### src/rtl/ssd_scan_driver.sv
// Time-multiplexed BCD-to-7-segment driver for a common-anode display (active-low seg/dp/an).
// Define SSD_HEX_EN to show hex glyphs A-F for codes 10-15; otherwise those codes blank.
module ssd_scan_driver #(
  parameter int DIGITS   = 4,
  parameter int SCAN_DIV = 50000,
  parameter int DIV_W    = 16
) (
  input  logic                        clk,
  input  logic                        rst_n,
  input  logic                        en,
  input  logic [4*DIGITS-1:0]         bcd,
  input  logic [DIGITS-1:0]           dp_in,
  input  logic                        lzb,
  output logic [6:0]                  seg,
  output logic                        dp,
  output logic [DIGITS-1:0]           an,
  output logic [$clog2(DIGITS)-1:0]   digit_idx
);

  localparam int IDX_W = $clog2(DIGITS);

  logic [DIV_W-1:0]    presc;
  logic [4*DIGITS-1:0] bcd_s;
  logic [DIGITS-1:0]   dp_s;
  logic                lzb_s;
  logic                tick;
  logic                frame_wrap;
  logic [DIGITS-1:0]   zero_from;
  logic [3:0]          cur_code;
  logic                cur_dp;
  logic                cur_zero;
  logic                blank;
  logic [DIGITS-1:0]   an_next;

  function automatic logic [6:0] decode(input logic [3:0] code);
    logic [6:0] s;
    case (code)
      4'd0:    s = 7'b0000001;
      4'd1:    s = 7'b1001111;
      4'd2:    s = 7'b0010010;
      4'd3:    s = 7'b0000110;
      4'd4:    s = 7'b1001100;
      4'd5:    s = 7'b0100100;
      4'd6:    s = 7'b0100000;
      4'd7:    s = 7'b0001111;
      4'd8:    s = 7'b0000000;
      4'd9:    s = 7'b0000100;
`ifdef SSD_HEX_EN
      4'd10:   s = 7'b0001000;
      4'd11:   s = 7'b1100000;
      4'd12:   s = 7'b0110001;
      4'd13:   s = 7'b1000010;
      4'd14:   s = 7'b0110000;
      4'd15:   s = 7'b0111000;
`endif
      default: s = '1;
    endcase
    return s;
  endfunction

  assign tick       = (presc == DIV_W'(SCAN_DIV - 1));
  assign frame_wrap = tick && (digit_idx == IDX_W'(DIGITS - 1));

  always_ff @(posedge clk) begin
    if (!rst_n || !en) begin
      presc     <= '0;
      digit_idx <= '0;
    end else if (tick) begin
      presc     <= '0;
      digit_idx <= (digit_idx == IDX_W'(DIGITS - 1)) ? '0 : digit_idx + IDX_W'(1);
    end else begin
      presc     <= presc + DIV_W'(1);
    end
  end

  // Shadows track the inputs while disabled so re-enable starts from fresh data.
  always_ff @(posedge clk) begin
    if (!rst_n) begin
      bcd_s <= '0;
      dp_s  <= '0;
      lzb_s <= 1'b0;
    end else if (!en || frame_wrap) begin
      bcd_s <= bcd;
      dp_s  <= dp_in;
      lzb_s <= lzb;
    end
  end

  // zero_from[k]: digit k and every digit above it are zero.
  always_comb begin
    zero_from = '0;
    for (int unsigned i = 0; i < DIGITS; i++) begin
      zero_from[i] = ~|(bcd_s >> (4 * i));
    end
  end

  always_comb begin
    cur_code = '0;
    cur_dp   = 1'b0;
    cur_zero = 1'b0;
    an_next  = '1;
    for (int unsigned i = 0; i < DIGITS; i++) begin
      if (digit_idx == IDX_W'(i)) begin
        cur_code   = bcd_s[4*i +: 4];
        cur_dp     = dp_s[i];
        cur_zero   = zero_from[i];
        an_next[i] = 1'b0;
      end
    end
    blank = lzb_s && (digit_idx != '0) && cur_zero;
  end

  always_ff @(posedge clk) begin
    if (!rst_n || !en) begin
      seg <= '1;
      dp  <= 1'b1;
      an  <= '1;
    end else begin
      seg <= blank ? '1 : decode(cur_code);
      dp  <= ~cur_dp;
      an  <= an_next;
    end
  end

endmodule

### config.mk
export PLATFORM = sky130hd
export DESIGN_NAME = ssd_scan_driver
export DESIGN_NICKNAME = d
export VERILOG_FILES = /design/src/rtl/ssd_scan_driver.sv
export SDC_FILE = /design/constraint.sdc
export NUM_CORES = 1
export LEC_CHECK = 0
export BUFFER_PORTS_ARGS = -buffer_cell sky130_fd_sc_hd__buf_2
export CORE_ASPECT_RATIO = 0.8
export CORE_MARGIN = 3
export CORE_UTILIZATION = 30
export CTS_CLUSTER_SIZE = 28
export DETAILED_ROUTE_END_ITERATION = 12
export PLACE_DENSITY = 0.44
export SETUP_SLACK_MARGIN = 0.5
export SLEW_MARGIN = 20
export SYNTH_ARGS = -nofsm -noshare
export SYNTH_HDL_FRONTEND = slang
export SYNTH_SLANG_ARGS = --single-unit
### constraint.sdc
create_clock -name clk -period 5.1 [get_ports clk]
set_input_delay 1.53 -clock clk [delete_from_list [all_inputs] [get_ports clk]]
set_output_delay 1.53 -clock clk [all_outputs]
set_load 0.02 [all_outputs]
Word-level counts from Yosys, hierarchy flattened --
Memories as Yosys holds them, arrays and structs flattened. A register that Yosys moved wholly into a read port is not among the register bits. Index checks and enable logic that the tools add are counted.
Word-level totals: memories kept 1, output and inout port bits 14, register bits after elaboration 44, memory bits (read-only) 112
Cells by class: $add $sub $neg 2, reduce and logical (&&, ||, !) cells 19, muxes and demuxes 17, bitwise gates (word level) 1, equal/unequal tests 4
Memories:
- (no name shown) | depth 16, width 7, read ports 1, clocked after memory_dff 1, write ports 0, RTL line 37 | case (code)
Operator list (number):
- $add 16x1->16 const B | 1
- $eq 16x16->1 const B | 1
- $mux 4 | 4
- $reduce_or 16->1 | 1
- $mux 1 | 12
- $reduce_or 12->1 | 1
- $reduce_or 8->1 | 1
- $logic_not 1->1 | 6
- $eq 2x2->1 const B | 2
- $reduce_or 2->1 | 2
- $reduce_or 4->1 | 1
- $logic_and 1x1->1 | 3
- $add 2x1->2 const B | 1
- $eq 2x1->1 const B | 1
- $logic_not 2->1 | 1
- $logic_or 1x1->1 | 2
- $mux 2 | 1
- $reduce_bool 2->1 | 1
- $not 1->1 | 1

Longest topological paths before layout --
depth in word-level cells 8, mapped depth 11, gate-level depth less buffers 10

Worst setup path before layout --
OpenSTA, ideal clock, no wires.
path kind register to register, from reg digit_idx[1], to reg seg[3], period minus slack after synthesis 2320 ps, data arrival time 2181 ps, stages on the path, launching flop included 11, required time 4961 ps, path buffers 1, setup slack 2780 ps, cell sequence dfxtp_1 inv_1 ha_1 buf_2 nand3b_1 a211oi_2 inv_1 ha_1 or2_2 a21oi_1 o21ai_0
Between the ends: word-level cells in the longest chain between the ends 7, elaborated cells between the ends (all ways) 16
Ends and longest elaborated chain:
- start, declared | RTL line 17 | output logic [$clog2(DIGITS)-1:0] digit_idx
- start signal, assigned | RTL line 70 | digit_idx <= (digit_idx == IDX_W'(DIGITS - 1)) ? '0 : digit_idx + IDX_W'(1);
- $logic_not 2->1 | RTL line 103 | if (digit_idx == IDX_W'(i)) begin
- $mux 1 (4 in a row) | RTL line 103
- $logic_and 1x1->1 | RTL line 110 | blank = lzb_s && (digit_idx != '0) && cur_zero;
- $reduce_or 2->1 (no source line)
- end, declared | RTL line 14 | output logic [6:0] seg,
Parallel ways exist; a longest one is shown, timed or not. A chain may end at the register's enable or synchronous reset.

Final worst setup path --
from reg digit_idx[0], to reg seg[3]
The elaborated chain is that of the path after synthesis.

==> impl_metrics.tcl <==
set metrics [dict create \
    run_status "finished, final reports clean" \
    crit_path_end_kind "flop" \
    grt_first_pass_wirelength_um 8230 \
    drc 0 \
    max_freq_ghz 0.360 \
    cpMostUsedCell "ha_1" \
    cts_buffers 5 \
    post_drt_via_cell_ratio 4.38 \
    cts_resized 0 \
    die_w_um 107 \
    grtUsageTotal_pct 11.2 \
    placed_cell_area_um2 2680 \
    post_drt_wl_per_cell_um 12.6 \
    hold_path_class "flop to flop" \
    cts.path.max_buffers 2 \
    synth_top_cell_area_share_pct 41.6 \
    numPortBuffers 37 \
    syn_to_final_growth_pct 12.9 \
    gp_congestion 0.714 \
    setup_viol 0 \
    ys_ff_latch 51 \
    ys_seq_area_share_pct 41.6 \
    yosysMostFrequentCell "dfxtp_1" \
    core_area_um2 7670 \
    cts_setup_buffers 0 \
    r2r-end "seg[3]$_SDFF_PP1_" \
    worstSetupEndpoint "seg[3]$_SDFF_PP1_" \
    leakagePower_nw 1.11 \
    rsz0062_at_grt "false" \
    grt-ovfl-total 0 \
    critical_path.max_fanout 18 \
    grt_pass1_vias 1607 \
    finalWirelength_um 4910 \
    cp.arrival_ns 2.95 \
    synth-async-reset-ratio_pct 0 \
    fillers 811 \
    nets 318 \
    hold_viol_final 0 \
    fin_crit_ns 2.78 \
    antenna_found_initial 0 \
    firstDrtPassIters 4 \
    clock-sinks 51 \
    path_cells "ha_1 > a211oi_1 > a211oi_2 > inv_1 > ha_1 > or2_2 > a21oi_1 > o21ai_0" \
    stdcell_area_um2 2770 \
    cts_tree "done" \
    syn-instance-count 251 \
    p_per_area_nw_per_um2 263 \
    final_util_pct 36.1 \
    ios 38 \
    cp-startpoint "digit_idx[0]$_SDFFE_PP0N_" \
    dpl.cell_count 381 \
    tightest_slew_ns 0.911 \
    yosys_most_used_dff "dfxtp_1" \
    vdd_drop_max_uv 93.0 \
    r2r_cells 8 \
    synth_common_cells "dfxtp_1 (51), nor2b_1 (28), mux2i_1 (24)" \
    timing.final.crit_share_pct 54.5 \
    rrSetupSlack_ns 2.32 \
    r2r-start "digit_idx[0]$_SDFFE_PP0N_" \
    htreeDepth 2 \
    synth_area_per_cell_um2 9.78 \
    ant_nets 0 \
    synth.net_count 286 \
    relSlewSlack_pct 39.0 \
    finalSetupTns_ns 0 \
    die_area_um2 9310 \
    synth_edf_count 0 \
    clkTransAtPathRegs_ns 0.10 \
    synth_area_leaders "dfxtp_1 (42%), mux2i_1 (9.8%), nor2b_1 (7.1%)" \
    cpPeakStageDelay_ns 0.58 \
    vias 1703 \
    fp.dieH_um 86.9 \
    stdcell_count 389 \
    drive_gt1_share_pct 18.7 \
    power_mw 0.727 \
    drtIter0Drc 32 \
    netlist_area_um2 2450 \
    drv_slew 0 \
    crit_required_ns 5.27 \
    maxCapViolations 0 \
    cts_root_buffer "clkbuf_8" \
    crit_type "flop to flop" \
    synth_warnings 0 \
    hpwl_um 3560 \
    critPathLaunchType "flop" \
    start_util_pct 32.0 \
    synth_top_cell_by_area "dfxtp_1" \
    holdBufCountCts 0 \
    fin_skew_ns 0.00783 \
    grt_max_degree 24 \
    synth_cell_types 39 \
    clk_latency_ns 0.30 \
    seq_area_um2 1020 \
    num_rows 28 \
    cp_slowest_cell "ha_1" \
    multiInputGateArea_um2 1320 \
    diodes 0 \
]
[routing by layer]
| metal | GRT usage [%] | up-vias | part of all wire [%] |
|---|---|---|---|
| li1 | - | 915 | - |
| met1 | 16.3 | 749 | 54 |
| met2 | 16.3 | 34 | 41 |
| met3 | 3.56 | 5 | 5.1 |
| met4 | 2.44 | 0 | 0.41 |
| met5 | 0 | - | 0 |
[how the worst min path moves through the flow]
stage          slack (ns)           startpoint  cells past startpoint                   to
2_1_floorplan        0.43  presc[0]$_SDFF_PP0_                      1  presc[0]$_SDFF_PP0_
3_3_place_gp         0.45  presc[0]$_SDFF_PP0_                      1  presc[0]$_SDFF_PP0_
3_5_place_dp         0.45  presc[0]$_SDFF_PP0_                      1  presc[0]$_SDFF_PP0_
4_1_cts              0.47  presc[0]$_SDFF_PP0_                      1  presc[0]$_SDFF_PP0_
5_1_grt              0.52  presc[0]$_SDFF_PP0_                      1  presc[0]$_SDFF_PP0_
6_report             0.47  presc[0]$_SDFF_PP0_                      1  presc[0]$_SDFF_PP0_
[layout by cell type, fill, tap and decap left out, types with 7 or more instances in the layout]
cell and n:
dfxtp_1 51, buf_2 37, nor2b_1 28, mux2i_1 24, nor2_1 22, nand2_1 16, ha_1 11, xor2_1 9
inv_1 8, nand3_1 8, a21oi_1 7, o21ai_0 7
[cell families (layout without fill, tap and decap cells)]
kind of cell | Yosys count | in the layout | synth area share (%)
AND/OR/NAND/NOR | 103 | 103 | 24.7
AO/OA/AOI/OAI | 28 | 28 | 8.36
flip-flops | 51 | 51 | 41.6
adder cells (fa/ha/maj) | 11 | 11 | 5.61
buffers and inverters | 20 | 53 | 4.95
XOR/XNOR | 14 | 14 | 5.00
multiplexers | 24 | 24 | 9.79
[worst max-delay path, delay by kind of cell, from the launching register on]
family / cells / cell delay, ns
AOI/OAI and AO/OA: 4 / 0.93
adders and majority gates: 2 / 0.80
DFF: 1 / 0.46
and+or+nand+nor: 1 / 0.29
buffers and inverters: 1 / 0.17
[power breakdown]
part	switching (mW)	leakage (nW)	internal [mW]	total, mW
Sequential	0.00889	0.418	0.413	0.422
Clock	0.135	0.0412	0.0963	0.231
Combinational	0.0396	0.649	0.0345	0.0741
[final cells by class]
type | count | share of cell area (%)
Multi-Input combinational cell | 180 | 47.5
Sequential cell | 51 | 36.9
Timing Repair Buffer | 37 | 6.69
Tap cell | 105 | 4.74
Clock buffer | 6 | 2.62
Inverter | 8 | 1.08
Clock inverter | 2 | 0.452
[metrics by stage]
step	setup WS (ns)	hold WS (ns)
after detailed placement	2.30	0.453
after global routing	2.07	0.524
after floorplan	2.78	0.430
final	2.32	0.470
after CTS	2.32	0.475
after global placement	2.30	0.445
[sequential cells by signal (all words and copies together) (netlist names)]
register / count
seg: 7
dp_s: 4
digit_idx: 2
dp: 1
presc: 16
lzb_s: 1
bcd_s: 16
an: 4
Power figures use the tool's default switching activity.
